===== src/rtl/score_multi.sv =====
// Multi-player saturating score counter with synchronised, edge-detected hit/next buttons
// and seven-segment display of the active score and player. Optional macro: HIT_DEBOUNCE_EN.
module score_multi #(
    parameter int N_PLAYERS       = 2,
    parameter int MAX_SCORE       = 30,
    parameter int HIT_VALUE       = 1,
    parameter int DEBOUNCE_CYCLES = 16,
    localparam int SCORE_W  = $clog2(MAX_SCORE + 1),
    localparam int PLAYER_W = (N_PLAYERS > 1) ? $clog2(N_PLAYERS) : 1
) (
    input  logic                CLOCK_50,
    input  logic                reset_n,
    input  logic                hit_n,
    input  logic                next_n,
    input  logic                clear,
    output logic [SCORE_W-1:0]  score,
    output logic [PLAYER_W-1:0] player,
    output logic                game_over,
    output logic [6:0]          HEX0,
    output logic [6:0]          HEX1,
    output logic [6:0]          HEX2
);

    localparam logic [PLAYER_W-1:0] LAST_P = PLAYER_W'(N_PLAYERS - 1);
    localparam logic [SCORE_W-1:0]  MAX_S  = SCORE_W'(MAX_SCORE);
    localparam logic [SCORE_W:0]    HIT_V  = (SCORE_W + 1)'(HIT_VALUE);

    // Bit 0 is the hit button, bit 1 the next button.
    logic [1:0] btn_n;
    logic [1:0] s1_q, s1_d, s2_q, s2_d, prev_q, prev_d, arm_q, arm_d;
    logic [1:0] vld_q, vld_d;
    logic [1:0] lvl;
    logic [1:0] pulse;

    logic [SCORE_W-1:0]  score_q [N_PLAYERS];
    logic [SCORE_W-1:0]  score_d [N_PLAYERS];
    logic [PLAYER_W-1:0] player_q, player_d;
    logic                game_over_q, game_over_d;
    logic [SCORE_W:0]    sum;

    assign btn_n = {next_n, hit_n};

`ifdef HIT_DEBOUNCE_EN
    localparam int CNT_W = $clog2(DEBOUNCE_CYCLES + 1);
    localparam logic [CNT_W-1:0] CNT_TC = CNT_W'(DEBOUNCE_CYCLES - 1);

    logic [1:0]       db_q, db_d;
    logic [CNT_W-1:0] cnt_q [2];
    logic [CNT_W-1:0] cnt_d [2];

    always_comb begin
        db_d  = db_q;
        cnt_d = cnt_q;
        for (int i = 0; i < 2; i++) begin
            if (s2_q[i] == db_q[i]) begin
                cnt_d[i] = '0;
            end else if (cnt_q[i] == CNT_TC) begin
                db_d[i]  = s2_q[i];
                cnt_d[i] = '0;
            end else begin
                cnt_d[i] = cnt_q[i] + 1'b1;
            end
        end
    end

    always_ff @(posedge CLOCK_50 or negedge reset_n) begin
        if (!reset_n) begin
            db_q  <= 2'b11;
            cnt_q <= '{default: '0};
        end else begin
            db_q  <= db_d;
            cnt_q <= cnt_d;
        end
    end

    assign lvl = db_q;
`else
    if (DEBOUNCE_CYCLES < 2) begin : g_debounce_cfg_unused
    end

    assign lvl = s2_q;
`endif

    // A button is armed only once its real synchronised level has been seen high, so a
    // button held through reset release cannot fire until it is released and pressed again.
    always_comb begin
        s1_d   = btn_n;
        s2_d   = s1_q;
        prev_d = lvl;
        vld_d  = {vld_q[0], 1'b1};
        arm_d  = arm_q | (s2_q & {2{vld_q[1]}});
        pulse  = arm_q & ~lvl & prev_q;
    end

    always_comb begin
        score_d  = score_q;
        player_d = player_q;
        sum      = {1'b0, score_q[player_q]} + HIT_V;
        if (clear) begin
            score_d  = '{default: '0};
            player_d = '0;
        end else begin
            if (pulse[0] && !game_over_q) begin
                score_d[player_q] = (sum > {1'b0, MAX_S}) ? MAX_S : sum[SCORE_W-1:0];
            end
            if (pulse[1]) begin
                player_d = (player_q == LAST_P) ? '0 : player_q + 1'b1;
            end
        end
        game_over_d = 1'b1;
        for (int i = 0; i < N_PLAYERS; i++) begin
            if (score_d[i] != MAX_S) game_over_d = 1'b0;
        end
    end

    always_ff @(posedge CLOCK_50 or negedge reset_n) begin
        if (!reset_n) begin
            s1_q        <= 2'b11;
            s2_q        <= 2'b11;
            prev_q      <= 2'b11;
            arm_q       <= 2'b00;
            vld_q       <= 2'b00;
            score_q     <= '{default: '0};
            player_q    <= '0;
            game_over_q <= 1'b0;
        end else begin
            s1_q        <= s1_d;
            s2_q        <= s2_d;
            prev_q      <= prev_d;
            arm_q       <= arm_d;
            vld_q       <= vld_d;
            score_q     <= score_d;
            player_q    <= player_d;
            game_over_q <= game_over_d;
        end
    end

    function automatic logic [6:0] seg7(input logic [3:0] d);
        case (d)
            4'd0:    seg7 = 7'b1000000;
            4'd1:    seg7 = 7'b1111001;
            4'd2:    seg7 = 7'b0100100;
            4'd3:    seg7 = 7'b0110000;
            4'd4:    seg7 = 7'b0011001;
            4'd5:    seg7 = 7'b0010010;
            4'd6:    seg7 = 7'b0000010;
            4'd7:    seg7 = 7'b1111000;
            4'd8:    seg7 = 7'b0000000;
            4'd9:    seg7 = 7'b0010000;
            default: seg7 = 7'b1111111;
        endcase
    endfunction

    logic [6:0] score_ext;
    logic [3:0] tens, ones;

    always_comb begin
        score_ext = 7'(score_q[player_q]);
        tens      = 4'(score_ext / 7'd10);
        ones      = 4'(score_ext % 7'd10);
    end

    assign score     = score_q[player_q];
    assign player    = player_q;
    assign game_over = game_over_q;
    assign HEX0      = seg7(ones);
    assign HEX1      = seg7(tens);
    assign HEX2      = seg7(4'(player_q) + 4'd1);

endmodule

===== config.mk =====
export PLATFORM = sky130hd
export DESIGN_NAME = score_multi
export DESIGN_NICKNAME = d
export VERILOG_FILES = /design/src/rtl/score_multi.sv
export SDC_FILE = /design/constraint.sdc
export NUM_CORES = 1
export LEC_CHECK = 0
export CAP_MARGIN = 20
export CORE_MARGIN = 4
export CORE_UTILIZATION = 40
export CTS_BUF_LIST = sky130_fd_sc_hd__clkbuf_2
export DETAILED_ROUTE_END_ITERATION = 8
export GPL_TIMING_DRIVEN = 0
export SYNTH_ARGS = -nofsm -noshare
export SYNTH_HDL_FRONTEND = slang
export SYNTH_SLANG_ARGS = --single-unit

===== constraint.sdc =====
create_clock -name CLOCK_50 -period 5.7 [get_ports CLOCK_50]
set_input_delay 1.14 -clock CLOCK_50 [delete_from_list [all_inputs] [get_ports CLOCK_50]]
set_output_delay 1.14 -clock CLOCK_50 [all_outputs]
set_load 0.01 [all_outputs]

After elaboration in Yosys (flattened, before gate mapping)

Memories as Yosys holds them, arrays and structs flattened.
Cells that the tools add are included.

Bitwise logic cells: 6
Order comparisons: 3
$add $sub $neg: 3
Div/mod/pow operators: 2
Equal/unequal tests: 2
Multiplexer cells: 14
Reduce and logical (&&, ||, !) cells: 4

Operators by type and width:

| operator            | count |
|---|---|
| $mux 5              | 5 |
| $mux 10             | 2 |
| $bwmux 10           | 1 |
| $ne 5x5->1 const B  | 2 |
| $div 5x4->7 const B | 1 |
| $mod 5x4->7 const B | 1 |
| $add 5x1->6 const B | 1 |
| $and 2x2->2         | 3 |
| $gt 6x5->1 const B  | 1 |
| $demux 5 s1         | 1 |
| $mux 1              | 5 |
| $add 1x1->2 const B | 1 |
| $ge 2x2->1 const B  | 1 |
| $logic_and 1x1->1   | 2 |
| $lt 2x1->1 const B  | 1 |
| $not 1->2           | 1 |
| $not 2->2           | 1 |
| $or 2x2->2          | 1 |
| $reduce_bool 2->1   | 1 |
| $add 1x1->1 const B | 1 |
| $logic_not 1->1     | 1 |

Memories kept: 3
Flip-flop bits (word level): 22
Output and inout bits: 28
Bits in read-only memories: 336

Memories:

| memory           | words | bits a word | read ports | clocked after Yosys merged registers in | write ports | RTL line | source |
|---|---|---|---|---|---|---|---|
| (name not given) | 16    | 7           | 1          | 0                                       | 0           | 139      | `case (d)` |
| (name not given) | 16    | 7           | 1          | 0                                       | 0           | 139      |  |
| (name not given) | 16    | 7           | 1          | 0                                       | 0           | 139      |  |

Depth between registers and ports, before layout

Gate-level depths: netlist of the first run.

Word-level depth: 13
Mapped depth: 17

Least setup slack after synthesis of the first run

OpenSTA, ideal clock, no wires.

Kind: reg-to-output
From: register player_q (netlist: player)
To: output HEX0[3]
Setup slack: 0.713 ns
Cell stages (with the launch flop): 16
Path buffers: 1
Data arrival time: 3.847 ns
Path through: dfrtp_1 > buf_6 > mux2i_4 > inv_1 > ha_1 > a31oi_1 > xnor2_1 > ha_1 > o31ai_1 > a311oi_2 > o22ai_2 > nor2_1 > inv_1 > ha_1 > inv_1 > a311oi_1

Longest elaborated chain between the ends: 6

RTL lines:

| element                | RTL line | source |
|---|---|---|
| start, declared        | 37       | `logic [PLAYER_W-1:0] player_q, player_d;` |
| start signal, assigned | 133      | `player_q <= player_d;` |
| $not 1->2              | --       |  |
| $mux 5 (3 in a row)    | --       |  |
| net score[2]           | 16       | `output logic [SCORE_W-1:0] score,` |
| $mod 5x4->7            | 160      | `ones = 4'(score_ext % 7'd10);` |
| $mem_v2 16x7           | --       |  |
| end, declared          | 19       | `output logic [6:0] HEX0,` |

The timed path passes the listed nets, and every way through them passes these cells. The select of a mux whose other input is x is not followed.

Worst setup path in the final report of the first run

From: register player_q (netlist: player)
To: output HEX0[4]

Longest elaborated chain between the ends: 6

RTL lines:

| element                                   | RTL line | source |
|---|---|---|
| $not 1->2 (implied by the code)           | 158      | `score_ext = 7'(score_q[player_q]);` |
| $mux 5 (implied by the code) (3 in a row) | 158      |  |
| $mod 5x4->7                               | 160      |  |
| $mem_v2 16x7                              | --       |  |

No other way between the ends. The select of a mux whose other input is x is not followed.

==> reports/qor.yml, run 1 <==
route:
  ant_nets: 0
  vias: 1538
  routed_wirelength_um: 4140
  drc: 0
  drt_iter0_drc: 65
  drtPass1Iterations: 4
  viasPerCell: 5.47
  wl_per_cell_um: 14.7
pwr:
  swShare_pct: 34.3
  power.leakage_nw: 0.959
  powerDensity_nw_per_um2: 183
  pwr-share-clk_pct: 12.8
  vdd_drop_max_mv: 0.146
  sequentialPowerShare_pct: 40.1
  power_switching_mw: 0.146
  internal_power_mw: 0.280
  combPwrFrac_pct: 47.2
synth:
  netlist.area_leader.share_pct: 22.4
  synthAdderAreaFrac_pct: 9.82
  synth-xor-area-share_pct: 1.96
  synth-compound-area-share_pct: 27.5
  synthSimpleGateAreaFrac_pct: 14.6
  netlist_top_cells_area: "dfrtp_1 22%, ha_1 9.8%, dfstp_2 8.8%"
  ys_async_sr_fraction_pct: 100
  avgSynthCellArea_um2: 9.59
  post_synth_num_cell_types: 55
  synth_top_family_by_area: "compound AO/OA/AOI/OAI gates"
  muxShareOfSynthArea_pct: 5.96
  synth_common_cells: "16 x dfrtp_1, 15 x nor2_1, 14 x ha_1, 13 x inv_1, 12 x a211oi_1"
  post-synth-top-count-cell: "dfrtp_1"
  ys.warnings.count: 0
  synth.largest_area_cell: "dfrtp_1"
  ys_seq_elements: 22
  syn_inst: 186
  seq_area_frac_synth_pct: 31.3
  synth_edf_count: 0
  synth_flop_cell: "dfrtp_1"
  synth_area_um2: 1780
sta:
  setup_viol: 0
  grt_setup_unrepaired: "false"
  finalSetupTns_ns: 0
  slew_headroom_pct: 37.4
  skew_ns: 0.0157
  fin_ws_ns: 0.324
  worst_slew_pin_slew_ns: 0.937
  fin_crit_sh_pct: 94.3
  drv_slew: 0
  fmax_mhz: 186
  hold_viol_final: 0
  post-route-min-period_ns: 5.38
global_routing:
  grt.total_usage_pct: 15.5
  antenna_found_initial: 0
  grt_pass1_wl_um: 6870
  overflow: 0
  grt_max_degree: 23
  grt_pass1_vias: 1495
die:
  die_w_um: 74.8
  dieArea_um2: 5590
  core_area_um2: 4320
  die_h_um: 74.8
  start_util_pct: 41.3
  row_count: 24
  io_pins: 33
clocking:
  cts_tree: "done"
  clk_pin_slew_worst_paths_ns: 0.16
  htree_num_levels: 1
  cts_buffers: 3
  root_buffer: "clkbuf_2"
  cts_max_path_buffers: 2
  clock-sinks: 22
  clk_latency_ns: 0.31
worst_setup_path:
  path_max_fanout: 8
  slowest_delay_ns: 0.58
  required_ns: 4.56
  crit_buf_inv: 5
  crit_path_end_kind: "primary output"
  start_kind: "flip-flop"
  path_delay_family: "buffers and inverters"
  crit_slowest_cell: "clkdlybuf4s50_1"
  critPathKind: "flip-flop to primary output"
  cp.arrival_ns: 4.24
  crit_chain: "buf_4 -> mux2i_1 -> inv_2 -> ha_1 -> a31oi_4 -> xnor2_2 -> ha_2 -> o31ai_1 -> a311oi_2 -> buf_4 -> o211a_4 -> nor2_4 -> ha_1 -> inv_1 -> a211oi_1 -> a311oi_1 -> clkdlybuf4s50_1"
finish:
  final_layout_size_suffix_gt1_share_pct: 24.5
  area_delta_synth_final_pct: 30.4
  n_antenna_cell: 0
  postLayoutCoreUtil_pct: 53.8
  stdcell_area_um2: 2330
  nNetsFinal: 250
placed_design:
  io_buffers: 29
  globalplace.congestion: 0.906
  pre_cts_slack_ns: -0.203
  dp_hpwl_um: 3200
  place_area_um2: 2150
flow_run:
  cap_viol_max_count: 0
run_status:
  status: "completed"
hold_path:
  min_path_type: "flip-flop to flip-flop"
-- through the flow --
step	hold slack [ns]	instances	power [mW]
2_1_floorplan	0.331	188	0.284
3_3_place_gp	0.342	269	0.349
3_5_place_dp	0.337	269	0.353
4_1_cts	0.373	274	0.416
5_1_grt	0.381	281	0.458
6_report	0.371	281	0.426
-- cell usage in the layout (no fill, tap or decap), drive strengths merged, types with 2 or more instances in the layout --
cell,n
a21oi,8
and2,6
nand3b,2
clkdlybuf4s50,27
conb,4
a21o,4
nor3,2
or3b,2
o22ai,4
buf,20
a31oi,3
o211ai,2
dfrtp,16
dfstp,6
or3,2
nand2,10
a211oi,13
nor2b,2
o221ai,3
nor2,15
dlymetal6s2s,2
o21ai,6
inv,14
mux2i,9
nand3,4
a311oi,5
o21a,2
clkbuf,6
xnor2,4
ha,14
-- area by class of cell --
class	count	area (µm²)
buffer	14	103
clock buffer	3	15.0
fill	411	2000
inverter	14	52.6
multi-input combinational	138	1170
sequential	22	559
tap	52	65.1
timing repair buffer	38	363
-- power groups by stage --
stage | Combinational [mW] | Clock (mW) | Sequential, mW
after global routing | 0.220 | 0.0669 | 0.172
after floorplan | 0.113 | 0 | 0.171
after global placement | 0.177 | 0 | 0.172
after CTS | 0.187 | 0.0585 | 0.171
after detailed placement | 0.180 | 0 | 0.172
final | 0.201 | 0.0544 | 0.171
-- worst paths after layout --
check | startpoint | endpoint | slack (ns) | cells after the start
max | player | HEX0[4] | 0.32 | 17
min | s1_q[1] | lvl[1] | 0.37 | 0
max reg2reg | player | game_over | 2.24 | 10
min reg2reg | s1_q[1] | lvl[1] | 0.37 | 0
max in group asynchronous | reset_n | player | 3.73 | 1
min in group asynchronous | reset_n | arm_q[0] | 1.33 | 1
-- cells by family after synthesis --
kind of cell | count (synthesis)
muxes | 9
AOI/OAI and AO/OA | 58
other | 2
and+or+nand+nor | 49
DFF | 22
buffers and inverters | 28
xor gates and xnor gates | 4
adders and majority gates | 14
-- routing by layer --
layer  vias up  track usage [%]  wire, µm
li1        758                -         -
met1       743             20.9      1850
met4         0             6.52        22
met5         -                0         0
met3         4             1.34       123
met2        33             25.6      2150
-- sequential cells by signal, indices dropped and copies added, names as in the netlist --
name	flops
arm_q	2
lvl	2
score_q	10
vld_q	2
s1_q	2
prev_q	2
game_over	1
player	1
-- worst reg2reg max path, cell delays in order, from the launching register on --
cell and delay [ns]:
dfrtp_2 0.50, buf_8 0.19, mux2i_4 0.38, inv_1 0.22
ha_1 0.31, or3b_2 0.45, a21oi_1 0.24, a21oi_1 0.15
a211oi_2 0.23, or3b_1 0.37, nor4b_1 0.32
-- timing repair --
| item | 4_1_cts | 5_1_grt |
|---|---|---|
| resized for setup | 9 | 11 |
| cloned | 0 | 0 |
| setup buffers | 2 | 7 |
| hold buffers | 0 | 0 |
| setup endpoints to repair | 7 | 7 |
| pin swaps | 2 | 1 |
Power figures use the tool's default switching activity.
==> run 2: changes to the inputs <==
--- a/config.mk
+++ b/config.mk
@@ -7,10 +7,12 @@
 export LEC_CHECK = 0
 export CAP_MARGIN = 20
 export CORE_MARGIN = 4
-export CORE_UTILIZATION = 40
+export CORE_UTILIZATION = 53
 export CTS_BUF_LIST = sky130_fd_sc_hd__clkbuf_2
 export DETAILED_ROUTE_END_ITERATION = 8
 export GPL_TIMING_DRIVEN = 0
+export PLACE_DENSITY = 0.85
+export SLEW_MARGIN = 20
 export SYNTH_ARGS = -nofsm -noshare
 export SYNTH_HDL_FRONTEND = slang
 export SYNTH_SLANG_ARGS = --single-unit
==> run 2 against run 1 <==
Effect of this change:
- routed wire length up 1.1%
- critical path type unchanged
- register-to-register slack gained 0.04 ns
- clock power increased by 100%
==> reports/qor.yml, run 2 (synthesized netlist as in run 1, its figures left out) <==
run_status:
  status: "completed"  # unchanged
sta:
  fmax_mhz: 186  # about the same
  drv_slew: 0  # unchanged
  worst_slew_pin_slew_ns: 0.563  # was 0.937 ns
  slew_headroom_pct: 62.4  # was 37.4%
  post-route-min-period_ns: 5.38  # about the same
  finalSetupTns_ns: 0  # unchanged
  skew_ns: 0.0141  # was 0.0157 ns
  fin_crit_sh_pct: 94.5  # was 94.3%
  hold_viol_final: 0  # unchanged
  hold_ws_ns: 0.373  # was 0.371 ns
  setup_viol: 0  # unchanged
pwr:
  combPwrFrac_pct: 41.4  # was 47.2%
  vdd_drop_max_mv: 0.233  # was 0.146 mV
  power_switching_mw: 0.158  # was 0.146 mW
  sequentialPowerShare_pct: 35.8  # was 40.1%
  power.leakage_nw: 0.966  # was 0.959 nW
  powerDensity_nw_per_um2: 206  # was 183 nW/µm²
  internal_power_mw: 0.319  # was 0.280 mW
  pwr-share-clk_pct: 22.8  # was 12.8%
  swShare_pct: 33.1  # was 34.3%
route:
  viasPerCell: 5.86  # was 5.47
  drt_iter0_drc: 135  # was 65
  drtPass1Iterations: 4  # unchanged
  ant_nets: 0  # unchanged
  wl_per_cell_um: 15.6  # was 14.7 µm
  drc: 0  # unchanged
  routed_wirelength_um: 4190  # was 4140 µm
  vias: 1576  # was 1538
die:
  dieArea_um2: 4360  # was 5590 µm²
  io_pins: 33  # unchanged
  start_util_pct: 57.0  # was 41.3%
  die_h_um: 66.0  # was 74.8 µm
  die_w_um: 66.0  # was 74.8 µm
  core_area_um2: 3130  # was 4320 µm²
  row_count: 20  # was 24
clocking:
  cts_tree: "done"  # unchanged
  cts_buffers: 3  # unchanged
  clock-sinks: 22  # unchanged
  clk_pin_slew_worst_paths_ns: 0.19  # was 0.16 ns
  clk_latency_ns: 0.34  # was 0.31 ns
  cts_max_path_buffers: 2  # unchanged
  htree_num_levels: 1  # unchanged
  root_buffer: "clkbuf_2"  # unchanged
global_routing:
  grt.total_usage_pct: 20.1  # was 15.5%
  grt_pass1_wl_um: 6890  # was 6870 µm
  overflow: 0  # unchanged
  grt_max_degree: 23  # unchanged
  grt_pass1_vias: 1438  # was 1495
  antenna_found_initial: 0  # unchanged
finish:
  area_delta_synth_final_pct: 29.7  # was 30.4%
  final_cell_mix: "23 x clkdlybuf4s50_1, 15 x dfrtp_1, 14 x nor2_1"  # was 27 x clkdlybuf4s50_1, 17 x buf_4, 15 x dfrtp_1
  final_layout_size_suffix_gt1_share_pct: 24.4  # was 24.5%
  nNetsFinal: 245  # was 250
  n_antenna_cell: 0  # unchanged
  filler_cell_count: 226  # was 411
  largest_register: "score_q"  # unchanged
  layout_commonest_cell: "clkdlybuf4s50_1"  # unchanged
  largest_reg_flops: 10  # unchanged
hold_path:
  min_from: "s1_q[0]"  # was s1_q[1]
  min_path_type: "flip-flop to flip-flop"  # unchanged
  worstHoldPathCells: 0  # unchanged
worst_setup_path:
  start_kind: "flip-flop"  # unchanged
  reg2reg_slack_ns: 2.28  # was 2.24 ns
  crit_path_end_kind: "primary output"  # unchanged
  r2r_cells: 10  # unchanged
  crit_slowest_cell: "dfrtp_2"  # was clkdlybuf4s50_1
  rr_startpoint: "player"  # unchanged
  required_ns: 4.56  # about the same
  crit_chain: "buf_8 -> mux2i_4 -> ha_1 -> inv_1 -> ha_2 -> a31oi_4 -> xnor2_2 -> ha_2 -> o31ai_1 -> a311oi_2 -> buf_4 -> o211a_4 -> nor2_4 -> ha_1 -> a211oi_1 -> a211oi_1 -> clkdlybuf4s50_1"  # was buf_4 -> mux2i_1 -> inv_2 -> ha_1 -> a31oi_4 -> xnor2_2 -> ha_2 -> o31ai_1 -> a311oi_2 -> buf_4 -> o211a_4 -> nor2_4 -> ha_1 -> inv_1 -> a211oi_1 -> a311oi_1 -> clkdlybuf4s50_1
  path_max_fanout: 10  # was 8
  cp-startpoint: "player"  # unchanged
  slowest_delay_ns: 0.50  # was 0.58 ns
  critPathKind: "flip-flop to primary output"  # unchanged
  cp.arrival_ns: 4.24  # about the same
flow_run:
  cap_viol_max_count: 0  # unchanged
placed_design:
  dp_hpwl_um: 3100  # was 3200 µm
  globalplace.congestion: 0.830  # was 0.906
  io_buffers: 29  # unchanged
-- run 2: cell types whose count changed in the layout (fill, tap and decap cells not counted) --
cell,before,now
ha_1,11,10
clkdlybuf4s50_1,27,23
dlygate4sd2_1,0,1
ha_2,3,4
bufinv_16,0,1
mux2i_2,0,1
buf_4,17,12
buf_2,1,2
mux2i_1,5,4
dlymetal6s2s_1,2,4
-- run 2: final cells by class --
class / instances / area, µm² / area share [%]
inverters: 14 / 52.6 / 2.27
clock inverters: 1 / 30.0 / 1.30
plain buffers: 14 / 103 / 4.43
well taps: 44 / 55.1 / 2.38
flip-flops and latches: 22 / 559 / 24.2
multi-input cells: 138 / 1170 / 50.8
clock buffers: 3 / 15.0 / 0.649
repair buffers: 33 / 324 / 14.0
-- run 2: critical path, delay by kind of cell, from the launching register on --
kind                       cells  cell delay [ns]
DFF                            1             0.50
AOI/OAI and AO/OA              6             1.19
and+or+nand+nor                1             0.06
adders and majority gates      4             0.80
buffers and inverters          4             0.91
xor gates and xnor gates       1             0.16
muxes                          1             0.27
-- run 2: metal layers --
metal	global-route usage [%]	up-vias	routed length, µm
li1	-	750	-
met1	27.1	776	1860
met2	33.2	43	2100
met3	4.59	7	189
met4	3.55	0	40
met5	0	-	0
-- run 2: timing repair --
action,4_1_cts,5_1_grt
endpoints found under the setup margin,7,7
pin swaps,2,5
setup buffers,2,2
hold buffers,0,0
resized for setup,13,11
-- run 2: metrics by stage --
stage	setup WS, ns	cell area [µm²]	std cells	util (%)	power [mW]
after floorplan	0.713	1790	188	-	0.284
after CTS	0.0191	2260	267	72.1	0.470
after global routing	-0.0124	2310	269	74.0	0.504
after detailed placement	-0.185	2140	261	68.3	0.355
after global placement	-0.120	2140	261	68.3	0.349
final	0.315	2310	269	74.0	0.477
-- run 2: power groups by stage --
stage	Sequential [mW]	Clock, mW	Combinational [mW]
6_report	0.171	0.109	0.198
5_1_grt	0.172	0.119	0.213
4_1_cts	0.170	0.110	0.189
3_5_place_dp	0.172	0	0.182
3_3_place_gp	0.172	0	0.177
2_1_floorplan	0.171	0	0.113
-- run 2: worst paths after layout --
kind,to
max,HEX0[0]
min,lvl[0]
max reg2reg,game_over
min reg2reg,lvl[0]
max in group asynchronous,lvl[1]
min in group asynchronous,game_over
